### src/rtl/vdp_vram_pkg.sv
// Shared types for the VDP VRAM arbiter: FSM states and requester (owner) encoding.
package vdp_vram_pkg;

  typedef enum logic [1:0] {
    IDLE      = 2'd0,
    ISSUE     = 2'd1,
    WAIT_DATA = 2'd2
  } state_e;

  typedef enum logic [1:0] {
    OWN_VID = 2'd0,
    OWN_CPU = 2'd1,
    OWN_CMD = 2'd2
  } owner_e;

  // Bit order {cmd, cpu, vid} matches the per-requester ack/rdata_en vectors.
  function automatic logic [2:0] owner_onehot(input owner_e owner);
    logic [2:0] oh;
    oh = 3'b000;
    case (owner)
      OWN_VID: oh = 3'b001;
      OWN_CPU: oh = 3'b010;
      OWN_CMD: oh = 3'b100;
      default: oh = 3'b000;
    endcase
    return oh;
  endfunction

endpackage

### src/rtl/vdp_vram_arb_grant.sv
// Combinational grant select: video always wins; prefer_cmd_i breaks a CPU/command tie.
module vdp_vram_arb_grant
  import vdp_vram_pkg::*;
(
  input  logic   vid_req_i,
  input  logic   cpu_req_i,
  input  logic   cmd_req_i,
  input  logic   prefer_cmd_i,
  output logic   gnt_valid_o,
  output owner_e gnt_owner_o
);

  always_comb begin
    gnt_valid_o = vid_req_i | cpu_req_i | cmd_req_i;
    gnt_owner_o = OWN_VID;
    if (vid_req_i) begin
      gnt_owner_o = OWN_VID;
    end else if (cpu_req_i && !(cmd_req_i && prefer_cmd_i)) begin
      gnt_owner_o = OWN_CPU;
    end else if (cmd_req_i) begin
      gnt_owner_o = OWN_CMD;
    end
  end

endmodule

### src/rtl/vdp_vram_arbiter.sv
// Three-requester VRAM arbiter in front of an SDRAM controller, one access outstanding.
// Define VDP_ARB_RR_EN to round-robin CPU/command; otherwise fixed vid > cpu > cmd.
module vdp_vram_arbiter
  import vdp_vram_pkg::*;
#(
  parameter int unsigned ADDR_W = 17,
  parameter int unsigned DATA_W = 8
) (
  input  logic              clk,
  input  logic              reset,
  input  logic              vid_req,
  input  logic              cpu_req,
  input  logic              cmd_req,
  input  logic              vid_we,
  input  logic              cpu_we,
  input  logic              cmd_we,
  input  logic [ADDR_W-1:0] vid_addr,
  input  logic [ADDR_W-1:0] cpu_addr,
  input  logic [ADDR_W-1:0] cmd_addr,
  input  logic [DATA_W-1:0] vid_wdata,
  input  logic [DATA_W-1:0] cpu_wdata,
  input  logic [DATA_W-1:0] cmd_wdata,
  output logic              vid_ack,
  output logic              cpu_ack,
  output logic              cmd_ack,
  output logic              vid_rdata_en,
  output logic              cpu_rdata_en,
  output logic              cmd_rdata_en,
  output logic [DATA_W-1:0] rdata,
  output logic              sdr_valid,
  output logic              sdr_write,
  output logic [ADDR_W-1:0] sdr_addr,
  output logic [DATA_W-1:0] sdr_wdata,
  input  logic              sdr_ready,
  input  logic [DATA_W-1:0] sdr_rdata,
  input  logic              sdr_rdata_en
);

  state_e              state_q, state_d;
  owner_e              owner_q, owner_d;
  logic                sdr_write_q, sdr_write_d;
  logic [ADDR_W-1:0]   sdr_addr_q, sdr_addr_d;
  logic [DATA_W-1:0]   sdr_wdata_q, sdr_wdata_d;
  logic [DATA_W-1:0]   rdata_q, rdata_d;
  logic [2:0]          rdata_en_q, rdata_en_d;
  logic                gnt_valid;
  owner_e              gnt_owner;
  logic                prefer_cmd;
  logic                handshake;
  logic [2:0]          ack_vec;
  logic [2:0]          rdata_en_vec;

  assign handshake = (state_q == ISSUE) && sdr_ready && !reset;

`ifdef VDP_ARB_RR_EN
  logic ptr_cmd_q, ptr_cmd_d;

  // Pointer names the requester that wins the next CPU/command tie.
  always_comb begin
    ptr_cmd_d = ptr_cmd_q;
    if (handshake && (owner_q != OWN_VID)) begin
      ptr_cmd_d = (owner_q == OWN_CPU);
    end
  end

  always_ff @(posedge clk) begin
    if (reset) begin
      ptr_cmd_q <= 1'b0;
    end else begin
      ptr_cmd_q <= ptr_cmd_d;
    end
  end

  assign prefer_cmd = ptr_cmd_q;
`else
  assign prefer_cmd = 1'b0;
`endif

  vdp_vram_arb_grant u_grant (
    .vid_req_i    (vid_req),
    .cpu_req_i    (cpu_req),
    .cmd_req_i    (cmd_req),
    .prefer_cmd_i (prefer_cmd),
    .gnt_valid_o  (gnt_valid),
    .gnt_owner_o  (gnt_owner)
  );

  always_comb begin
    state_d     = state_q;
    owner_d     = owner_q;
    sdr_write_d = sdr_write_q;
    sdr_addr_d  = sdr_addr_q;
    sdr_wdata_d = sdr_wdata_q;
    rdata_d     = rdata_q;
    rdata_en_d  = 3'b000;
    unique case (state_q)
      IDLE: begin
        if (gnt_valid) begin
          state_d = ISSUE;
          owner_d = gnt_owner;
          case (gnt_owner)
            OWN_CPU: begin
              sdr_write_d = cpu_we;
              sdr_addr_d  = cpu_addr;
              sdr_wdata_d = cpu_wdata;
            end
            OWN_CMD: begin
              sdr_write_d = cmd_we;
              sdr_addr_d  = cmd_addr;
              sdr_wdata_d = cmd_wdata;
            end
            default: begin
              sdr_write_d = vid_we;
              sdr_addr_d  = vid_addr;
              sdr_wdata_d = vid_wdata;
            end
          endcase
        end
      end
      ISSUE: begin
        if (sdr_ready) begin
          state_d = sdr_write_q ? IDLE : WAIT_DATA;
        end
      end
      WAIT_DATA: begin
        if (sdr_rdata_en) begin
          rdata_d    = sdr_rdata;
          rdata_en_d = owner_onehot(owner_q);
          state_d    = IDLE;
        end
      end
      default: state_d = IDLE;
    endcase
  end

  always_ff @(posedge clk) begin
    if (reset) begin
      state_q     <= IDLE;
      owner_q     <= OWN_VID;
      sdr_write_q <= 1'b0;
      sdr_addr_q  <= '0;
      sdr_wdata_q <= '0;
      rdata_q     <= '0;
      rdata_en_q  <= 3'b000;
    end else begin
      state_q     <= state_d;
      owner_q     <= owner_d;
      sdr_write_q <= sdr_write_d;
      sdr_addr_q  <= sdr_addr_d;
      sdr_wdata_q <= sdr_wdata_d;
      rdata_q     <= rdata_d;
      rdata_en_q  <= rdata_en_d;
    end
  end

  // Strobes are gated by reset so nothing leaks out before the first reset edge.
  assign ack_vec      = owner_onehot(owner_q) & {3{handshake}};
  assign rdata_en_vec = rdata_en_q & {3{!reset}};

  assign vid_ack      = ack_vec[0];
  assign cpu_ack      = ack_vec[1];
  assign cmd_ack      = ack_vec[2];
  assign vid_rdata_en = rdata_en_vec[0];
  assign cpu_rdata_en = rdata_en_vec[1];
  assign cmd_rdata_en = rdata_en_vec[2];
  assign rdata        = rdata_q;
  assign sdr_valid    = (state_q == ISSUE) && !reset;
  assign sdr_write    = sdr_write_q;
  assign sdr_addr     = sdr_addr_q;
  assign sdr_wdata    = sdr_wdata_q;

endmodule

### config.mk
export PLATFORM = sky130hd
export DESIGN_NAME = vdp_vram_arbiter
export DESIGN_NICKNAME = d
export VERILOG_FILES = /design/src/rtl/vdp_vram_pkg.sv /design/src/rtl/vdp_vram_arb_grant.sv /design/src/rtl/vdp_vram_arbiter.sv
export SDC_FILE = /design/constraint.sdc
export NUM_CORES = 1
export LEC_CHECK = 0
export BUFFER_PORTS_ARGS = -buffer_cell sky130_fd_sc_hd__buf_2
export CORE_ASPECT_RATIO = 2
export CORE_MARGIN = 1.5
export CORE_UTILIZATION = 47
export DETAILED_ROUTE_END_ITERATION = 8
export GPL_TIMING_DRIVEN = 0
export PLACE_DENSITY = 0.85
export SYNTH_ARGS = -nofsm -noshare
export SYNTH_HDL_FRONTEND = slang
export SYNTH_SLANG_ARGS = --single-unit
### constraint.sdc
create_clock -name clk -period 3.62 [get_ports clk]
set_clock_uncertainty 0.05 [all_clocks]
set_input_delay 0.362 -clock clk [delete_from_list [all_inputs] [get_ports clk]]
set_output_delay 0.362 -clock clk [all_outputs]
set_load 0.03 [all_outputs]
Word-level counts from Yosys, hierarchy flattened. Index checks and enable logic that the tools add are counted.

Bits in registers: 41. Input bits: 93. Output and inout bits: 41. Logic and storage cells: 44.

Equality and inequality tests: 9. Multiplexer cells: 12. Bitwise gates (word level): 6. Reductions and logical operators: 10.

Operators by type and width (number): $pmux W17 S2 (1); $pmux W8 S2 (1); $mux W2 (7); $pmux W3 S3 (1); $and A3 B3 Y3 (2); $eq A2 B1 Y1 const B (3); $eq A2 B2 Y1 const B (3); $ne A2 B2 Y1 const B (3); $pmux W2 S3 (1); $logic_not A2 Y1 (2); $reduce_and A2 Y1 (2); $logic_and A1 B1 Y1 (3); $reduce_and A3 Y1 (1); $reduce_or A3 Y1 (1); $not A1 Y1 (2); $or A1 B1 Y1 (2); $pmux W1 S2 (1); $logic_not A1 Y1 (1).

Logic depth before layout (Yosys ltp).
Depth in word-level cells: 5. Mapped depth: 6. Mapped depth without buffers: 3.

Modules after synthesis. A second synthesis with hierarchy kept.

Cells, all modules: 196. Area total of the unflattened synthesis: 2020.7 um^2.

By module, submodules not included: vdp_vram_arbiter (times used 1, cells each 191, area each 1989.4 um^2, seq. area each 820.8 um^2); vdp_vram_arb_grant (times used 1, cells each 5, area each 31.3 um^2, seq. area each 0.0 um^2).

Worst setup path after synthesis. Ideal clock, no wire load.

Path type: input to output. From: input port reset. To: output port cmd_ack. Arrival time: 1.618 ns. Required time: 3.208 ns. Slack: 1.590 ns. Cell stages on the path: 2. Path buffers: 1. Cells stage by stage: clkbuf_1 -> nor4b_1.

Word-level cells in the longest chain between the ends: 3.

RTL lines: from (decl) (RTL line vdp_vram_arbiter.sv:10) `input logic reset,`; $logic_not A1 Y1 (RTL line vdp_vram_arbiter.sv:53) `assign handshake = (state_q == ISSUE) && sdr_ready && !reset;`; $logic_and A1 B1 Y1 (RTL line vdp_vram_arbiter.sv:53); $and A3 B3 Y3 (RTL line vdp_vram_arbiter.sv:157) `assign ack_vec = owner_onehot(owner_q) & {3{handshake}};`; to (decl) (RTL line vdp_vram_arbiter.sv:25) `output logic cmd_ack,`.

Every way passes these cells.

Worst setup path after layout.
From: input port reset. To: output port sdr_valid.

Word-level cells in the longest chain between the ends: 2.

RTL lines: $logic_not A1 Y1 (RTL line vdp_vram_arbiter.sv:167) `assign sdr_valid = (state_q == ISSUE) && !reset;`; $logic_and A1 B1 Y1 (RTL line vdp_vram_arbiter.sv:167); to (decl) (RTL line vdp_vram_arbiter.sv:30) `output logic sdr_valid,`.

Every way passes these cells.

==> impl_metrics.json <==
{
  "cp-end-kind": "output port",
  "io_buffers": 132,
  "syn_nets": 376,
  "hpwlAfterDp_mm": 5.731,
  "htreeDepth": 2,
  "routedWlPerCell_um": 14.87,
  "synth_edf_count": 0,
  "clkLatencyLatePin_ns": 0.30,
  "postCtsHoldBufs": 0,
  "instances_no_fill": 480,
  "dr.pass1.iters": 5,
  "synth_area_leaders": "dfxtp_1, a311oi_2, nand2_1",
  "outcome": "finished, final reports clean",
  "hold_viol_final": 0,
  "synth_cell_type_count": 25,
  "fin_nets": 515,
  "place_ws_ns": 1.593,
  "dpl.cell_count": 472,
  "postCtsSetupBuffers": 0,
  "die_area_um2": 5408,
  "synth_flop_cell": "dfxtp_1",
  "postSynthCellCount": 283,
  "slew_headroom_pct": 52.80,
  "total_leakage_power_nw": 1.444,
  "gp_congestion": 0.8171,
  "synthArstFlopShare_pct": 0,
  "synth_top_area_cell": "dfxtp_1",
  "grt_pass1_vias": 2473,
  "reg2reg_slack_ns": 2.04,
  "p_per_area_nw_per_um2": 413.2,
  "initial_core_util_pct": 48.29,
  "setup_viol": 0,
  "critPathKind": "input port to output port",
  "tns_ns": 0,
  "drtIter0Drc": 34,
  "cts_buffers": 5,
  "rows": 36,
  "ctsResizeCount": 0,
  "yosysTopAreaCellShare_pct": 35.27,
  "drt_drc_violations_left": 0,
  "grt_pass1_wl_mm": 10.81,
  "seq_area_frac_synth_pct": 35.27,
  "fin_crit_ns": 1.973,
  "path_clk_slew_ns": 0.08,
  "arrival_ns": 1.56,
  "synth.most_common_cell": "nand2_1",
  "antenna_left": 0,
  "numClockSinks": 41,
  "drt_wl_total_mm": 7.139,
  "viasPerCell": 5.481,
  "max_cap_violations": 0,
  "cp.required_ns": 3.21,
  "yosys-top-cells-count": "nand2_1, dfxtp_1, a21oi_1",
  "startpoint_type": "input port",
  "vias": 2631,
  "antenna_found_initial": 0,
  "grt.overflow.total": 0,
  "cts_tree": "built",
  "die_w_um": 52.76,
  "setup_slack_ns": 1.647,
  "pin_count": 134,
  "n_antenna_cell": 0,
  "maxSlewViolCount": 0,
  "grt_max_degree": 14,
  "syn_area_um2": 2327,
  "avgSynthCellArea_um2": 8.223,
  "grt_usage_pct": 26.65,
  "crit_fanout": 10,
  "fmax_ghz": 0.5069,
  "ys_seq_elements": 41,
  "cts-root-buf": "clkbuf_8",
  "core_um2": 4820,
  "ir_drop_mv": 0.3540,
  "post-route-period-util_pct": 54.49,
  "hp-class": "input port to flop",
  "worst_pin_slew_ns": 0.7081,
  "drive_gt1_share_pct": 39.48,
  "rsz0062_at_grt": "false",
  "chipHeight_um": 102.5,
  "syn2layout_area_growth_pct": 36.61,
  "yosysWarnings": 0,
  "clk_path_buf_depth": 2
}
stage by stage:
stage | total power, mW | hold slack (ns) | util, % | area (µm²)
6_report | 1.314 | 0.2459 | 65.97 | 3179
5_1_grt | 1.370 | 0.2412 | 65.97 | 3179
4_1_cts | 1.315 | 0.2441 | 65.97 | 3179
3_5_place_dp | 0.9338 | 0.3972 | 63.47 | 3059
3_3_place_gp | 0.9234 | 0.3886 | 63.47 | 3059
2_1_floorplan | 0.7975 | 0.4307 | - | 2327
layout by cell type, fill, tap and decap left out, types with 2 or more instances in the layout:
cell,count
nor3b_1,2
a311oi_2,20
nand2_1,69
buf_6,3
nor2b_1,3
clkbuf_8,6
buf_1,2
a311oi_1,6
dfxtp_1,41
a21oi_1,37
buf_2,134
nand3b_1,29
a21o_1,26
nor2_1,7
nor4b_1,2
clkbuf_1,23
nor4_1,2
area by class of cell:
class	instances	area, µm²
Fill cell	446	1640
Inverter	1	3.754
Clock inverter	2	37.54
Tap cell	57	71.32
Sequential cell	41	820.8
Timing Repair Buffer	132	660.6
Clock buffer	6	82.58
Buffer	30	137.6
Multi-Input combinational cell	211	1365
cells by family after synthesis:
logic type             after synthesis  synth area share (%)
buffers and inverters               31                 6.075
AO/OA/AOI/OAI                       93                 33.07
AND/OR/NAND/NOR                    118                 25.59
flip-flops                          41                 35.27
metal layers:
layer / global-route usage, % / part of all wire, % / vias to the layer above
li1: - / - / 1297
met1: 25.25 / 35 / 1216
met2: 51.35 / 57 / 96
met3: 5.217 / 5.0 / 22
met4: 13.21 / 3.4 / 0
met5: 0 / 0 / -
sequential cells by signal (all words and copies together), names as in the netlist:
name	flops
rdata	8
state_q	2
sdr_write	1
sdr_wdata	8
owner_q	2
sdr_addr	17
rdata_en_q	3
power breakdown:
part	total [mW]	internal (mW)	leakage, nW	switching [mW]
sequential	0.521	0.494	0.338	0.0267
combinational	0.404	0.158	1.05	0.246
clock	0.389	0.224	0.0574	0.165
total	1.31	0.876	1.44	0.438
worst max-delay path: stages:
cell and delay [ns]:
clkbuf_1 0.33, clkbuf_1 0.55, nor3b_1 0.11, buf_2 0.21
path summary, 6_finish.rpt:
| path | start | to | cells after the start |
|---|---|---|---|
| worst min-delay path | sdr_rdata[1] | rdata[1]$_SDFFE_PP0P_ | 3 |
| worst max-delay path | reset | sdr_valid | 4 |
| worst max register to register | state_q[1]$_SDFFE_PP0P_ | sdr_wdata[4]$_SDFFE_PP0P_ | 4 |
| worst min register to register | rdata[0]$_SDFFE_PP0P_ | rdata[0]$_SDFFE_PP0P_ | 2 |
No activity file was read; power rests on OpenSTA's default activity.
